<file path="src/rtl/inst_prefetch_pkg.sv">
// Shared widths, depth and FSM encoding for the instruction prefetch buffer.
package inst_prefetch_pkg;

    localparam int INST_ADDR_BUS = 32;
    localparam int INST_BUS      = 32;
    localparam int PF_DEPTH      = 4;

    localparam logic [INST_BUS-1:0] ZERO_WORD = '0;

    typedef enum logic [1:0] {
        PF_IDLE = 2'd0,
        PF_REQ  = 2'd1,
        PF_WAIT = 2'd2
    } pf_state_e;

endpackage

</file>
<file path="src/rtl/pf_fifo.sv">
// Small synchronous FIFO of {addr, inst} entries; head is visible without a pop.
module pf_fifo #(
    parameter int DEPTH = 4,
    parameter int WIDTH = 64,
    localparam int PTR_W = $clog2(DEPTH),
    localparam int CNT_W = PTR_W + 1
) (
    input  logic             clk,
    input  logic             rst,
    input  logic             flush,
    input  logic             push,
    input  logic             pop,
    input  logic [WIDTH-1:0] push_data,
    output logic [WIDTH-1:0] head_data,
    output logic [CNT_W-1:0] count
);

    logic [WIDTH-1:0] mem_q [DEPTH];
    logic [PTR_W-1:0] rd_ptr_q, rd_ptr_d;
    logic [PTR_W-1:0] wr_ptr_q, wr_ptr_d;
    logic [CNT_W-1:0] count_q, count_d;

    always_comb begin
        rd_ptr_d = rd_ptr_q;
        wr_ptr_d = wr_ptr_q;
        count_d  = count_q;
        if (flush) begin
            rd_ptr_d = '0;
            wr_ptr_d = '0;
            count_d  = '0;
        end else begin
            if (push) wr_ptr_d = wr_ptr_q + PTR_W'(1);
            if (pop)  rd_ptr_d = rd_ptr_q + PTR_W'(1);
            unique case ({push, pop})
                2'b10:   count_d = count_q + CNT_W'(1);
                2'b01:   count_d = count_q - CNT_W'(1);
                default: count_d = count_q;
            endcase
        end
    end

    always_ff @(posedge clk or negedge rst) begin
        if (!rst) begin
            rd_ptr_q <= '0;
            wr_ptr_q <= '0;
            count_q  <= '0;
        end else begin
            rd_ptr_q <= rd_ptr_d;
            wr_ptr_q <= wr_ptr_d;
            count_q  <= count_d;
        end
    end

    // Storage needs no reset: count gates every use of the head entry.
    always_ff @(posedge clk) begin
        if (push && !flush) mem_q[wr_ptr_q] <= push_data;
    end

    assign head_data = mem_q[rd_ptr_q];
    assign count     = count_q;

endmodule

</file>
<file path="src/rtl/inst_prefetch.sv">
// Sequential instruction prefetcher between the core ROM port and a req/gnt/rvalid memory.
module inst_prefetch
    import inst_prefetch_pkg::*;
#(
    parameter int DEPTH  = PF_DEPTH,
    parameter int ADDR_W = INST_ADDR_BUS,
    parameter int DATA_W = INST_BUS
) (
    input  logic              clk,
    input  logic              rst,
    input  logic              core_ce_i,
    input  logic [ADDR_W-1:0] core_addr_i,
    input  logic              core_take_i,
    output logic [DATA_W-1:0] core_inst_o,
    output logic              core_valid_o,
    output logic              mem_req_o,
    output logic [ADDR_W-1:0] mem_addr_o,
    input  logic              mem_gnt_i,
    input  logic              mem_rvalid_i,
    input  logic [DATA_W-1:0] mem_rdata_i
);

    localparam int CNT_W = $clog2(DEPTH) + 1;

    pf_state_e          state_q, state_d;
    logic [ADDR_W-1:0]  fetch_addr_q, fetch_addr_d;
    logic [ADDR_W-1:0]  req_addr_q, req_addr_d;
    logic               drop_q, drop_d;
    logic               synced_q, synced_d;

    logic [ADDR_W+DATA_W-1:0] head_data;
    logic [CNT_W-1:0]         count;
    logic [ADDR_W-1:0]        head_addr;
    logic [ADDR_W-1:0]        expected_addr;
    logic                     not_empty, hit, pop, push, flush, redirect, room;

    assign head_addr     = head_data[ADDR_W+DATA_W-1:DATA_W];
    assign not_empty     = (count != '0);
    assign expected_addr = not_empty ? head_addr : fetch_addr_q;
    assign redirect      = core_ce_i & (~synced_q | (core_addr_i != expected_addr));
    assign hit           = core_ce_i & not_empty & (head_addr == core_addr_i);
    assign pop           = hit & core_take_i;
    assign flush         = redirect | ~core_ce_i;
    // A response is kept only if nothing invalidated it while in flight or this cycle.
    assign push          = (state_q == PF_WAIT) & mem_rvalid_i & core_ce_i & ~drop_q & ~redirect;
    assign room          = flush | pop | (count != CNT_W'(DEPTH));

    assign core_valid_o = hit;
    assign core_inst_o  = hit ? head_data[DATA_W-1:0] : ZERO_WORD;
    assign mem_req_o    = (state_q == PF_REQ);
    assign mem_addr_o   = mem_req_o ? req_addr_q : '0;

    pf_fifo #(
        .DEPTH (DEPTH),
        .WIDTH (ADDR_W + DATA_W)
    ) u_fifo (
        .clk       (clk),
        .rst       (rst),
        .flush     (flush),
        .push      (push),
        .pop       (pop),
        .push_data ({fetch_addr_q, mem_rdata_i}),
        .head_data (head_data),
        .count     (count)
    );

    always_comb begin
        state_d      = state_q;
        req_addr_d   = req_addr_q;
        drop_d       = drop_q;
        synced_d     = core_ce_i ? (synced_q | redirect) : 1'b0;
        fetch_addr_d = fetch_addr_q;
        if (redirect)  fetch_addr_d = core_addr_i;
        else if (push) fetch_addr_d = fetch_addr_q + ADDR_W'(4);

        unique case (state_q)
            PF_IDLE: begin
                if (core_ce_i && synced_d && room) begin
                    state_d    = PF_REQ;
                    req_addr_d = fetch_addr_d;
                end
            end
            PF_REQ: begin
                if (mem_gnt_i) state_d = PF_WAIT;
                if (flush)     drop_d  = 1'b1;
            end
            PF_WAIT: begin
                if (mem_rvalid_i) begin
                    state_d = PF_IDLE;
                    drop_d  = 1'b0;
                end else if (flush) begin
                    drop_d  = 1'b1;
                end
            end
            default: state_d = PF_IDLE;
        endcase
    end

    always_ff @(posedge clk or negedge rst) begin
        if (!rst) begin
            state_q      <= PF_IDLE;
            fetch_addr_q <= '0;
            req_addr_q   <= '0;
            drop_q       <= 1'b0;
            synced_q     <= 1'b0;
        end else begin
            state_q      <= state_d;
            fetch_addr_q <= fetch_addr_d;
            req_addr_q   <= req_addr_d;
            drop_q       <= drop_d;
            synced_q     <= synced_d;
        end
    end

endmodule
</file>
<file path="config.mk">
export PLATFORM = sky130hd
export DESIGN_NAME = inst_prefetch
export DESIGN_NICKNAME = d
export VERILOG_FILES = /design/src/rtl/inst_prefetch_pkg.sv /design/src/rtl/pf_fifo.sv /design/src/rtl/inst_prefetch.sv
export SDC_FILE = /design/constraint.sdc
export NUM_CORES = 1
export LEC_CHECK = 0
export ABC_CLOCK_PERIOD_IN_PS = 15400
export CAP_MARGIN = 20
export CORE_ASPECT_RATIO = 1.4
export CORE_MARGIN = 8
export CORE_UTILIZATION = 45
export CTS_BUF_LIST = sky130_fd_sc_hd__clkbuf_4 sky130_fd_sc_hd__clkbuf_8
export CTS_CLUSTER_SIZE = 8
export DETAILED_ROUTE_END_ITERATION = 12
export PLACE_DENSITY = 0.65
export SETUP_SLACK_MARGIN = 0.1
export SLEW_MARGIN = 20
export SYNTH_ARGS = -nofsm -noshare
export SYNTH_HDL_FRONTEND = slang
export SYNTH_HIERARCHICAL = 1
export SYNTH_SLANG_ARGS = --single-unit
export TNS_END_PERCENT = 50
</file>
<file path="constraint.sdc">
create_clock -name clk -period 15.4 [get_ports clk]
set_input_delay 3.08 -clock clk [delete_from_list [all_inputs] [get_ports clk]]
set_output_delay 3.08 -clock clk [all_outputs]
set_load 0.05 [all_outputs]
</file>
---- Yosys cells after proc, flatten, opt, wreduce, memory -nomap -nowiden ----
Memories as Yosys holds them, arrays and structs flattened.
Cells that the tools add are included.
operators by class
  reduce and logical (&&, ||, !) cells .... 12
  multiplexer cells ....................... 21
  add/sub/neg operators ................... 5
  eq/ne operators ......................... 10
  bitwise operators ....................... 17
operator list
  operator                                           count
  2-to-1 mux 32 bit                                  5
  adder 32 x 3 -> 32 bit (second input constant)     1
  == test 32 bit                                     1
  != test 32 bit                                     1
  2-to-1 mux 2 bit                                   7
  AND 1 bit                                          8
  case mux 2 bit (3 select lines)                    1
  case mux 3 bit (2 select lines)                    1
  nonzero test 2 bit                                 3
  nonzero test 3 bit                                 2
  2-to-1 mux 1 bit                                   5
  OR 1 bit                                           5
  adder 2 x 1 -> 2 bit (second input constant)       2
  == test 2 x 1 -> 1 bit (second input constant)     2
  == test 2 bit (second input constant)              2
  != test 2 bit (second input constant)              2
  inverter 1 bit                                     4
  adder 3 x 1 -> 3 bit (second input constant)       1
  logical AND 1 bit                                  3
  2-to-1 mux 3 bit                                   1
  != test 3 bit (second input constant)              1
  AND reduction 3 bit                                1
  subtractor 3 x 1 -> 3 bit (second input constant)  1
  zero test 2 bit                                    1
  other kinds (4)                                    4
storage, ports and cells
  output and inout bits ................... 66
  bits in writable memories ............... 256
  logic and storage cells ................. 74
  flip-flop bits (word level) ............. 75
  memories ................................ 1
  input bits .............................. 70
memory list
  memory        words  bits a word  rd ports  clocked after memory_dff  write ports  line           text
  u_fifo.mem_q  4      64           1         0                         1            pf_fifo.sv:18  logic [WIDTH-1:0] mem_q [DEPTH];

---- Logic depth before layout (Yosys ltp) ----
Gate-level depths: netlist (run 1).
  depth in word-level cells ............... 11
  gate-level depth with buffers ........... 17
  mapped depth without buffers ............ 12

---- Cells and area by module ----
Netlist (run 1), hierarchy kept.
by module, submodules not included
  module         instances  cells each  area each (µm²)  seq. area each (µm²)
  pf_fifo        1          375         9656.8           7862.5
  inst_prefetch  1          592         5006.1           1701.6

---- Worst setup path before layout (run 1) ----
OpenSTA, ideal clock, no wires.
  path kind ............................... input-to-output
  start point ............................. input core_addr_i[12]
  end point ............................... output core_inst_o[22]
  data required time ...................... 12.320 ns
  setup slack ............................. 7.208 ns
  buffers on the path ..................... 1
  data arrival time ....................... 5.112 ns
  cell stages on the path ................. 7
  cell sequence ........................... xnor2_1 -> o221ai_1 -> nor4_1 -> nand4_1 -> nor2b_1 -> clkbuf_1 -> and2_1
on the way
  word-level cells in the longest chain between the ends .. 3
ends and longest elaborated chain
  item               line                 text
  from (decl)        inst_prefetch.sv:12  input logic [ADDR_W-1:0] core_addr_i,
  == test 32 bit     inst_prefetch.sv:41  assign hit = core_ce_i & not_empty & (head_addr == core_addr_i);
  AND 1 bit          inst_prefetch.sv:41
  via core_valid_o   inst_prefetch.sv:15  output logic core_valid_o,
  2-to-1 mux 32 bit  inst_prefetch.sv:49  assign core_inst_o = hit ? head_data[DATA_W-1:0] : ZERO_WORD;
  to (decl)          inst_prefetch.sv:14  output logic [DATA_W-1:0] core_inst_o,
The timed path passes the listed nets, and every way through them passes these cells.

---- Final worst setup path (run 1) ----
  start point ............................. input core_addr_i[12]
  end point ............................... output core_inst_o[23]
on the way
  word-level cells in the longest chain between the ends .. 3
ends and longest elaborated chain
  item               line
  == test 32 bit     inst_prefetch.sv:41
  AND 1 bit          inst_prefetch.sv:41
  2-to-1 mux 32 bit  inst_prefetch.sv:49
Every way passes these cells.

==> impl_metrics.env, run 1 <==
export IMPL_status="completed"
export IMPL_syn_to_final_growth_pct=19.1
export IMPL_wl_mm=36.1
export IMPL_fin_skew_ns=0.0215
export IMPL_cp_arrival_ns=6.34
export IMPL_ir_worst_vdd_uv=94.6
export IMPL_first_pass_iters=5
export IMPL_cts_hold_buf=0
export IMPL_tightest_slew_ns=0.997
export IMPL_worst_slack_ns=5.98
export IMPL_power_density_nw_per_um2=126
export IMPL_clk_latency_ns=0.58
export IMPL_final_cell_mix="edfxtp_1, clkdlybuf4s50_1, dfrtp_1"
export IMPL_dp_slack_ns=5.58
export IMPL_tns_ns=0
export IMPL_dp_cells=1505
export IMPL_synthArstFlopShare_pct=22.7
export IMPL_path_class="primary input to primary output"
export IMPL_start_util_pct=45.4
export IMPL_cts_setup_buffers=0
export IMPL_io_buffers=135
export IMPL_clkSinkCount=331
export IMPL_htree_levels=2
export IMPL_clk_pin_slew_ns=0.06
export IMPL_final_nets=1197
export IMPL_final_util_pct=54.1
export IMPL_drv_slew=0
export IMPL_numCtsBuffers=51
export IMPL_synth_top_cells_by_area="edfxtp_1, dfrtp_1, mux4_2, xnor2_1, and2_1"
export IMPL_cts_root_buf="clkbuf_8"
export IMPL_yosysTopAreaCell="edfxtp_1"
export IMPL_critPathRequiredTime_ns=12.32
export IMPL_drc=0
export IMPL_grt_max_degree=54
export IMPL_drt_iter0_markers=533
export IMPL_max_clock_freq_mhz=106
export IMPL_cp_start_kind="primary input"
export IMPL_synth_cell_types=58
export IMPL_ant_nets=0
export IMPL_fp_dieArea_um2=38700
export IMPL_routedWlPerCell_um=22.6
export IMPL_synth_top_area_share_pct=52.4
export IMPL_multi_input_area_um2=4750
export IMPL_ys_warnings_count=6
export IMPL_rows=78
export IMPL_synthFlopType="edfxtp_1"
export IMPL_drive_gt1_share_pct=16.6
export IMPL_synthesis_nets=1046
export IMPL_drv_cap=0
export IMPL_synth_seq_area_share_pct=65.2
export IMPL_vias_per_cell=5.62
export IMPL_hpwl_mm=23.3
export IMPL_power_leakage_nw=5.83
export IMPL_timing_final_crit_period_ns=9.42
export IMPL_gp_congestion=0.904
export IMPL_grt_remaining_overflow=0
export IMPL_syn_inst=967
export IMPL_slew_limit_headroom_pct=33.3
export IMPL_synth_edf_count=256
export IMPL_grt_pass1_vias=9510
export IMPL_cts_resized=0
export IMPL_endpoint_kind="primary output"
export IMPL_p_total_mw=2.19
export IMPL_post_route_period_util_pct=61.2
export IMPL_syn_avg_cell_area_um2=15.2
export IMPL_hp_class="register to register"
export IMPL_antenna_found_initial=0
export IMPL_die_h_um=230
export IMPL_hold_viol=0
export IMPL_worstPathMaxFanout=33
export IMPL_netlist_area_um2=14700
export IMPL_vias=8981
export IMPL_core_area_um2=32300
export IMPL_ys_ff_latch=331
export IMPL_fp_dieW_um=169
export IMPL_final_common_cell="edfxtp_1"
export IMPL_clk_path_buf_depth=3
export IMPL_io_pins=136
export IMPL_rsz0062_at_grt="false"
export IMPL_grt_use_total_pct=18.8
export IMPL_grt_pass1_wl_mm=55.3
export IMPL_instances_no_fill=1599
export IMPL_setup_viol=0
export IMPL_diodes=0
export IMPL_tritoncts="yes"
export IMPL_seq_area_um2=9570
export IMPL_fillers=2704
-- flip-flops by register name (all words and copies together) (netlist names) --
name	flops
req_addr_q	32
state_q	2
u_fifo/count	3
synced_q	1
u_fifo/mem_q	256
drop_q	1
u_fifo/rd_ptr_q	2
fetch_addr_q	32
u_fifo/wr_ptr_q	2
-- synthesized netlist by cell type (all sizes together) (5+ instances only) --
master / count
dfrtp: 75
o31ai: 15
inv: 22
mux4: 64
mux2: 8
ha: 8
o211ai: 7
o31a: 10
mux2i: 11
xnor2: 52
xor2: 11
nand3: 14
nand4: 23
and3: 8
nor4: 21
nand2: 68
o21ai: 19
buf: 28
and2: 71
nand2b: 10
nor2: 42
edfxtp: 256
or3: 5
nor3: 31
clkbuf: 21
o221ai: 18
nor2b: 5
-- metrics by stage --
stage                     hold slack, ns  area (um^2)
after floorplan                    0.441        14700
after global placement             0.460        16400
after detailed placement           0.464        16400
after CTS                          0.479        17500
after global routing               0.503        17500
final                              0.472        17500
-- worst max-delay path, cell delays in order --
cell and delay, ns:
clkdlybuf4s50_1 0.49, xnor2_1 0.25, o221ai_1 0.17, nor4_1 0.37, nand4_1 0.31, nor2b_4 0.62, and2_1 0.23, clkdlybuf4s50_1 0.80
-- layout make-up --
class                           instances  area share [%]
Timing Repair Buffer                  147            8.24
Tap cell                              440            3.15
Clock inverter                          4           0.272
Multi-Input combinational cell        565            27.2
Inverter                               22           0.473
Clock buffer                           90            5.91
Sequential cell                       331            54.8
-- kinds of logic (layout without fill, tap and decap cells) --
logic type               Yosys count  count (layout)  synth area share [%]
flip-flops                       331             331                  65.2
multiplexers                      83              83                  11.2
XOR/XNOR                          63              63                  3.76
AO/OA/AOI/OAI                     96              96                  5.11
adder cells (fa/ha/maj)            9               9                 0.819
buffers and inverters             71             263                  2.49
AND/OR/NAND/NOR                  314             314                  11.4
-- layer usage --
layer	wire length [um]	share of wire, %	vias to the layer above	GRT usage (%)
met2	18600	51	321	33.2
met4	1440	4.0	0	8.62
met5	0	0	-	0
met1	14100	39	4543	21.8
li1	-	-	4033	-
met3	1990	5.5	84	3.55
-- path summary, 6_finish.rpt --
path | slack [ns] | end | startpoint | cells past startpoint
worst max-delay path | 5.98 | core_inst_o[23] | core_addr_i[12] | 8
worst min-delay path | 0.47 | req_addr_q[28] | req_addr_q[28] | 2
worst max register to register | 8.90 | u_fifo/mem_q[1][51] | u_fifo/rd_ptr_q[0] | 12
worst min register to register | 0.47 | req_addr_q[28] | req_addr_q[28] | 2
max in group asynchronous | 11.84 | u_fifo/rd_ptr_q[0] | rst | 2
min in group asynchronous | 2.41 | fetch_addr_q[28] | rst | 1
-- power breakdown --
group | switching, mW | total, mW | internal [mW] | leakage, nW
sequential | 0.0446 | 1.06 | 1.02 | 3.20
combinational | 0.237 | 0.373 | 0.136 | 2.05
clock | 0.323 | 0.757 | 0.434 | 0.584
total | 0.604 | 2.19 | 1.59 | 5.83
No activity file was read; power rests on OpenSTA's default activity.
==> inputs of run 2 (changes only) <==
Settings changed: ABC_CLOCK_PERIOD_IN_PS 15400 to 9100.
Clock period 15.4 ns to 9.1 ns, I/O delays scaled along.
==> impl_metrics.env, run 2 (synthesis gave the netlist of run 1 again) <==
export IMPL_final_nets=1202
export IMPL_path_class="register to primary output"
export IMPL_htree_levels=2
export IMPL_critPathRequiredTime_ns=7.28
export IMPL_drc=0
export IMPL_antenna_found_initial=0
export IMPL_grt_pass1_wl_mm=55.4
export IMPL_grt_use_total_pct=18.7
export IMPL_cts_root_buf="clkbuf_8"
export IMPL_drive_gt1_share_pct=16.8
export IMPL_slew_limit_headroom_pct=28.6
export IMPL_first_pass_iters=5
export IMPL_final_area_um2=17500
export IMPL_drv_slew=0
export IMPL_fin_skew_ns=0.0385
export IMPL_vias_per_cell=5.65
export IMPL_hp_class="register to register"
export IMPL_numCtsBuffers=51
export IMPL_fp_dieArea_um2=38700
export IMPL_tritoncts="yes"
export IMPL_core_area_um2=32300
export IMPL_grt_pass1_vias=9402
export IMPL_hpwl_mm=24.0
export IMPL_clk_latency_ns=0.60
export IMPL_status="completed"
export IMPL_io_buffers=135
export IMPL_fp_dieW_um=169
export IMPL_tightest_slew_ns=1.07
export IMPL_regToRegStartpoint="u_fifo/rd_ptr_q[1]"
export IMPL_clk_pin_slew_ns=0.06
export IMPL_rsz0062_at_grt="false"
export IMPL_syn_to_final_growth_pct=19.2
export IMPL_io_pins=136
export IMPL_wl_mm=36.1
export IMPL_hold_viol=0
export IMPL_dpl_cell_area_um2=16400
export IMPL_p_total_mw=3.66
export IMPL_ant_nets=0
export IMPL_r2r_end="u_fifo/mem_q[2][6]"
export IMPL_cp_startpoint="u_fifo/rd_ptr_q[1]"
export IMPL_power_leakage_nw=5.83
export IMPL_top_register="u_fifo/mem_q"
export IMPL_cp_arrival_ns=5.11
export IMPL_tns_ns=0
export IMPL_ir_worst_vdd_uv=134
export IMPL_timing_final_crit_period_ns=6.93
export IMPL_cts_resized=0
export IMPL_grt_remaining_overflow=0
export IMPL_grt_max_degree=54
export IMPL_final_common_cell="edfxtp_1"
export IMPL_cts_setup_buffers=0
export IMPL_worstHoldStart="req_addr_q[21]"
export IMPL_rows=78
export IMPL_cts_hold_buf=0
export IMPL_clkSinkCount=331
export IMPL_die_h_um=230
export IMPL_cp_start_kind="register"
export IMPL_setup_viol=0
export IMPL_final_cell_mix="edfxtp_1, clkdlybuf4s50_1, dfrtp_1"
export IMPL_reg_top3="u_fifo/mem_q: 256 flops, fetch_addr_q: 32 flops, req_addr_q: 32 flops"
export IMPL_worstPathMaxFanout=38
export IMPL_diodes=0
export IMPL_r2r_worst_path_cells=12
export IMPL_power_density_nw_per_um2=209
export IMPL_drv_cap=0
export IMPL_worst_r2r_setup_slack_ns=3.36
export IMPL_gp_congestion=0.895
export IMPL_endpoint_kind="primary output"
export IMPL_largest_register_ffs=256
export IMPL_cp_endpoint="core_inst_o[8]"
export IMPL_clk_path_buf_depth=3
export IMPL_drt_iter0_markers=558
export IMPL_max_clock_freq_mhz=144
export IMPL_vias=9050
export IMPL_start_util_pct=45.4
export IMPL_routedWlPerCell_um=22.5
export IMPL_post_route_period_util_pct=76.1
## run 2: final cells by class
class / count / area [um^2]
Multi-Input combinational cell: 565 / 4750
Inverter: 22 / 82.6
Sequential cell: 331 / 9570
Tap cell: 440 / 551
Fill cell: 2679 / 14800
Clock inverter: 7 / 45.0
Timing Repair Buffer: 152 / 1500
Clock buffer: 85 / 982
## run 2: per-stage QoR
stage	util, %	hold WS (ns)	cells	setup WS, ns
after CTS	54.1	0.478	1602	1.59
final	54.1	0.474	1602	2.17
after detailed placement	50.9	0.464	1510	1.78
after global placement	50.9	0.457	1510	1.92
after global routing	54.1	0.492	1602	1.81
after floorplan	-	0.441	967	3.25
## run 2: how the worst min path moves through the flow
| stage | end | cells after the start |
|---|---|---|
| after floorplan | req_addr_q[19] | 2 |
| after global placement | req_addr_q[22] | 2 |
| after detailed placement | req_addr_q[26] | 2 |
| after CTS | req_addr_q[26] | 2 |
| after global routing | req_addr_q[26] | 2 |
| final | req_addr_q[21] | 2 |
## run 2: worst max-delay path: stages (launching register included)
cell             delay [ns]
dfrtp_2                1.06
buf_4                  0.45
mux4_2                 0.36
xnor2_1                0.22
nand4_1                0.25
nor4_1                 0.50
nor2b_4                0.64
and2_1                 0.22
clkdlybuf4s50_1        0.81
## run 2: metal layers
layer  GRT usage, %  wire, um  vias to the layer above
li1               -         -                     4044
met1           21.6     13800                     4574
met2           33.2     18700                      338
met3           3.48      2060                       94
met4           8.56      1470                        0
met5              0         0                        -
## run 2: power breakdown
part	leakage (nW)	total, mW	switching (mW)	internal [mW]
registers	3.20	1.80	0.0763	1.73
clock network	0.546	1.23	0.552	0.678
logic	2.08	0.628	0.398	0.230
